## src/rtl/ring_rr_arbiter.sv

```systemverilog
// ring_rr_arbiter
// ---------------
// Round-robin arbiter that shares one resource among N requesters using a
// one-hot rotating token ring. Each cycle it either idles or holds one grant.
// A grant ends on done, when the owner drops its request, or when the hold
// timer reaches TMAX. After each release the token moves to the position just
// past the last winner, so every requester is eventually served.
//
// Ports:
//   clk          in   1  system clock, rising edge
//   rstn         in   1  synchronous reset, active-high
//   en           in   1  arbitration enable (gates new grants only)
//   req          in   N  request vector, bit i = requester i
//   done         in   1  current owner finished, releases the grant
//   grant        out  N  one-hot grant, zero when idle
//   grant_valid  out  1  OR of grant
//   token        out  N  one-hot ring pointer (highest priority next time)
//   timeout      out  1  one-cycle pulse after a forced release at TMAX
module ring_rr_arbiter #(
  parameter int N    = 4,
  parameter int TMAX = 8
) (
  input  logic         clk,
  input  logic         rstn,
  input  logic         en,
  input  logic [N-1:0] req,
  input  logic         done,
  output logic [N-1:0] grant,
  output logic         grant_valid,
  output logic [N-1:0] token,
  output logic         timeout
);

  localparam int CW = $clog2(TMAX) + 1;
  localparam logic [CW-1:0] CNT_LAST = CW'(TMAX - 1);
  localparam logic [CW-1:0] CNT_ZERO = CW'(0);
  localparam logic [CW-1:0] CNT_ONE  = CW'(1);

  typedef enum logic {
    ST_IDLE  = 1'b0,
    ST_GRANT = 1'b1
  } state_e;

  state_e         state_q, state_d;
  logic [N-1:0]   grant_q, grant_d;
  logic [N-1:0]   token_q, token_d;
  logic           gv_q;
  logic           timeout_q, timeout_d;
  logic [CW-1:0]  cnt_q, cnt_d;

  logic [2*N-1:0] req_dbl_s;
  logic [2*N-1:0] dbl_pick_s;
  logic [N-1:0]   winner_s;
  logic           owner_req_s;
  logic [N-1:0]   token_next_s;

  // Winner search: in the doubled request vector, subtracting the one-hot
  // token clears every bit below the token and the borrow stops at the first
  // set request at or above it; folding both halves handles the wrap.
  always_comb begin
    req_dbl_s  = {req, req};
    dbl_pick_s = req_dbl_s & ~(req_dbl_s - {{N{1'b0}}, token_q});
    winner_s   = dbl_pick_s[N-1:0] | dbl_pick_s[2*N-1:N];
  end

  // Owner status and the token position that follows the current owner.
  always_comb begin
    owner_req_s  = |(req & grant_q);
    token_next_s = {grant_q[N-2:0], grant_q[N-1]};
  end

  // Next-state logic: arbitration in IDLE, release handling in GRANT.
  always_comb begin
    state_d   = state_q;
    grant_d   = grant_q;
    token_d   = token_q;
    timeout_d = 1'b0;
    cnt_d     = cnt_q;
    case (state_q)
      ST_IDLE: begin
        if (en && (|req)) begin
          grant_d = winner_s;
          cnt_d   = CNT_ZERO;
          state_d = ST_GRANT;
        end else begin
          grant_d = grant_q;
        end
      end
      ST_GRANT: begin
        // done beats request drop, which beats the timer; only the timer
        // path raises the timeout pulse.
        if (done || !owner_req_s || (cnt_q == CNT_LAST)) begin
          grant_d   = '0;
          token_d   = token_next_s;
          cnt_d     = CNT_ZERO;
          state_d   = ST_IDLE;
          timeout_d = !done && owner_req_s;
        end else begin
          cnt_d = cnt_q + CNT_ONE;
        end
      end
      default: begin
        state_d = ST_IDLE;
        grant_d = '0;
        token_d = {{(N-1){1'b0}}, 1'b1};
        cnt_d   = CNT_ZERO;
      end
    endcase
  end

  // State and output registers with synchronous active-high reset.
  always_ff @(posedge clk) begin
    if (rstn) begin
      state_q   <= ST_IDLE;
      grant_q   <= '0;
      token_q   <= {{(N-1){1'b0}}, 1'b1};
      gv_q      <= 1'b0;
      timeout_q <= 1'b0;
      cnt_q     <= CNT_ZERO;
    end else begin
      state_q   <= state_d;
      grant_q   <= grant_d;
      token_q   <= token_d;
      gv_q      <= |grant_d;
      timeout_q <= timeout_d;
      cnt_q     <= cnt_d;
    end
  end

  assign grant       = grant_q;
  assign grant_valid = gv_q;
  assign token       = token_q;
  assign timeout     = timeout_q;

endmodule
```

## config.mk

```make
export PLATFORM = sky130hd
export DESIGN_NAME = ring_rr_arbiter
export DESIGN_NICKNAME = d
export VERILOG_FILES = /design/src/rtl/ring_rr_arbiter.sv
export SDC_FILE = /design/constraint.sdc
export NUM_CORES = 1
export LEC_CHECK = 0
export CAP_MARGIN = 0
export CORE_MARGIN = 10
export CORE_UTILIZATION = 25
export DETAILED_ROUTE_END_ITERATION = 6
export PLACE_DENSITY = 0.46
export SYNTH_ARGS = -nofsm -noshare
export SYNTH_HDL_FRONTEND = slang
export SYNTH_SLANG_ARGS = --single-unit
```

## constraint.sdc

```tcl
create_clock -name clk -period 3.15 [get_ports clk]
set_input_delay 0.7875 -clock clk [delete_from_list [all_inputs] [get_ports clk]]
set_output_delay 0.7875 -clock clk [all_outputs]
set_load 0.01 [all_outputs]
```

* Word-level counts from Yosys, hierarchy flattened *
Index checks and enable logic that the tools add are counted.
Widths: inputs -> output; s select.

word-level totals
  flip-flop bits (word level) = 15
  input port bits = 8
  logic and storage cells = 36

operators by class
  add/subtract/negate cells = 2
  equal/unequal tests = 2
  mux-type cells = 9
  bitwise logic cells = 6
  reductions and logical operators = 11

operator list
  operator             count
  $mux 4               4
  $pmux 4 s2           2
  $reduce_or 4->1      3
  $and 8x8->8          1
  $not 8->8            1
  $sub 8x4->8          1
  $add 4x1->4 const B  1
  $and 4x4->4          1
  $eq 4x3->1 const B   1
  $or 4x4->4           1
  $reduce_or 3->1      1
  $logic_and 1x1->1    2
  $logic_not 1->1      2
  $logic_or 1x1->1     2
  $mux 1               2
  $ne 2x2->1 const B   1
  $not 1->1            2
  $pmux 1 s2           1
  $reduce_and 2->1     1

* Logic depth before layout (Yosys ltp) *
  depth in word-level cells = 8
  gate-level depth with buffers = 7
  gate-level depth less buffers = 7

* Least setup slack after synthesis *
Ideal clock, no wire load.

  path kind = input port to flip-flop
  start point = input port req[1]
  end point = register gv_q, in the netlist grant_valid
  library setup time = 0.137 ns
  arrival = 2.263 ns
  data required time = 3.013 ns
  setup slack = 0.750 ns
  stages on the path = 7
  buffers on the path = 0
  path through = inv_1 fa_1 nand2b_1 a211o_1 a32o_1 a221oi_2 a41oi_2

on the way
  word-level cells in the longest chain between the ends = 8

ends and longest elaborated chain
  item                                                                 line  source
  from (decl)                                                          26    input logic [N-1:0] req,
  parallel branches: the longest is 6 deep, another holds $sub 8x4->8  n/a
  $pmux 4 s2 (*)                                                       79    case (state_q)
  $reduce_or 4->1 (*)                                                  124   gv_q <= |grant_d;
  to (signal assigned)                                                 124
  to (decl)                                                            47    logic gv_q;

Mark *: on every way between the ends.
A chain may end at the register's enable or synchronous reset.

* Worst setup path in the final report *
Same ends and word-level chain as after synthesis.

==> flow_summary.toml <==
[status]
status = "complete, no violations"

[layout]
ff_latch_area_um2 = 300
antenna_cells = 0
synthToLayoutAreaGrowth_pct = 30.1
multi_input_area_um2 = 533
final_nets = 132
drive_gt1_share_pct = 14.4
mostFrequentLayoutCell = "clkdlybuf4s50_1"
final_cell_mix = "clkdlybuf4s50_1 (17), dfxtp_1 (15), a21oi_1 (10), nor2_1 (10), nand2_1 (8)"
nFillCells = 371

[synthesis]
ys.flop_type = "dfxtp_1"
synth_top_area_share_pct = 34.7
synth_area_um2 = 865
synth_largest_area_cell = "dfxtp_1"
synth-edff-count = 0
ys_seq_area_share_pct = 34.7
synthesis.nets = 110
syn_avg_cell_area_um2 = 8.91
synthCells = 97
synth_warnings = 0
yosys.cell_types.count = 40
synth-seq-cells = 15
synthArstFlopShare_pct = 0
yosys-top-cells-area = "dfxtp_1 (35%), a21oi_1 (5.8%), ha_1 (5.8%), nor2_1 (4.3%), nand2_1 (3.5%)"

[detailed_routing]
viasPerCell = 4.71
drcViolationCount = 0
initialDrtViolationCount = 39
wl_per_cell_um = 13.0
vias = 772
ant_nets = 0
routed_wl_um = 2130
firstDrtPassIters = 4

[setup_path]
critPathMaxStageDelay_ns = 0.48
cp_top_family = "compound AO/OA/AOI/OAI gates"
worst_setup_path_start_kind = "primary input"
criticalPathCategory = "primary input to register"
path_max_fanout = 2
critPathBufInv = 2
arrival_ns = 2.84
cpMaxStageDelayCell = "clkdlybuf4s50_1"
endpoint_kind = "register"
crit_required_ns = 3.29
path_cells = "clkdlybuf4s50_1, inv_1, fa_1, nand2b_1, a211o_1, a32o_1, a221oi_2, a41oi_2"

[floorplanning]
die_w_um = 78.8
ios = 18
core_mm2 = 0.00334
rows = 21
dieArea_mm2 = 0.00621
die_h_um = 78.8
initial_core_util_pct = 25.9

[placement]
io_buffers = 17
gp_congestion = 0.840
post-dp-hpwl_um = 1720

[grt]
grt_antenna_before_repair = 0
grt_max_degree = 16
gr-total-overflow = 0
grt_pass1_vias = 796
grt_pass1_wl_um = 3820
grt_usage_pct = 7.44

[timing]
setup-tns-final_ns = 0
hold_viol = 0
fin_crit_sh_pct = 85.7
drv_slew = 0
grt_setup_unrepaired = "no"
setup_viol = 0
min_period_ns = 2.70
skew_ns = 0.00465
hold_ws_ns = 0.481
slew_headroom_pct = 60.3
max_freq_mhz = 370
worstMarginPinSlew_ns = 0.581

[clock_tree]
cts_buffers = 3
cts_resized = 0
htree_levels = 1
cts_hold_buf = 0
cts_setup_buffers = 0
clk_pin_slew_ns = 0.08
clk_latency_ns = 0.28
cts_tree = "built"
clockBufferDepth = 2
cts_sinks = 15
cts_root_buf = "clkbuf_4"

[pwr]
power.leakage_nw = 0.399
finalPower_mw = 0.419
netSwitchingFraction_pct = 29.0
seq_power_share_pct = 50.1
pwr-share-comb_pct = 23.8
peakVddDrop_uv = 149
p_switching_mw = 0.121
power_density_mw_per_mm2 = 372
p_clk_share_pct = 26.1
p_int_mw = 0.298

[worst_hold_path]
hold_path.class = "register to register"

[job]
maxCapViolations = 0
## sequential cells by signal, summed over array words and instances, names as in the netlist
name	cells
timeout	1
grant	4
state_q	1
cnt_q	4
token	4
grant_valid	1
## worst register-to-register path, cell delays in order (launching register included)
cell      delay [ns]
dfxtp_1         0.36
nor2b_1         0.17
fa_1            0.39
nand2b_1        0.16
a211o_1         0.25
a32o_1          0.28
a221oi_2        0.24
a41oi_2         0.14
## synthesized netlist by cell type, drive strengths merged (2+ instances only)
cell and n:
a211oi 2, nor2 10, nand2 10, dfxtp 15
nand3b 2, o21ai 4, inv 6, o211ai 2
a21oi 11, a2111oi 2, nor2b 2, ha 4
nand3 5, a22o 2
## power groups by stage
stage          Combinational [mW]  Sequential (mW)  Clock, mW
2_1_floorplan              0.0598            0.212          0
3_3_place_gp                0.101            0.215          0
3_5_place_dp                0.100            0.214          0
4_1_cts                     0.101            0.210      0.116
5_1_grt                     0.111            0.212      0.128
6_report                   0.0996            0.210      0.109
## cells by family after synthesis
logic type | Yosys count | share of synthesized area, %
compound gates | 30 | 29.1
xor+xnor | 2 | 2.03
fa+ha+maj | 5 | 8.10
buf+inv | 8 | 3.62
flops | 15 | 34.7
simple gates | 37 | 22.4
## per-layer routing
metal | wire (µm) | GRT usage, % | share of wire, %
met5 | 0 | 0 | 0
met3 | 116 | 2.82 | 5.4
met1 | 1050 | 9.39 | 49
met4 | 31 | 2.69 | 1.5
met2 | 928 | 11.3 | 44
## cell type report
type | instances | share of cell area (%)
inverter | 6 | 2.00
multi-input combinational | 74 | 47.4
tap | 46 | 5.12
clock buffer | 4 | 2.34
timing repair buffer | 19 | 16.5
sequential | 15 | 26.7
## path summary, 6_finish.rpt
path | start | endpoint | slack [ns] | cells after the start
max reg2reg | token[0]$_SDFFE_PP1P_ | grant_valid$_SDFF_PP0_ | 1.02 | 7
min | token[2]$_SDFFE_PP0P_ | token[2]$_SDFFE_PP0P_ | 0.48 | 2
max | req[1] | grant_valid$_SDFF_PP0_ | 0.45 | 8
min reg2reg | token[2]$_SDFFE_PP0P_ | token[2]$_SDFFE_PP0P_ | 0.48 | 2
## metrics by stage
stage / setup slack [ns] / instances / cell area (µm²) / util [%]
final: 0.450 / 164 / 1120 / 33.7
after global placement: 0.127 / 160 / 1100 / 32.9
after detailed placement: 0.141 / 160 / 1100 / 32.9
after global routing: 0.385 / 164 / 1120 / 33.7
after CTS: 0.448 / 164 / 1120 / 33.7
after floorplan: 0.750 / 97 / 865 / -
Power figures use the tool's default switching activity.
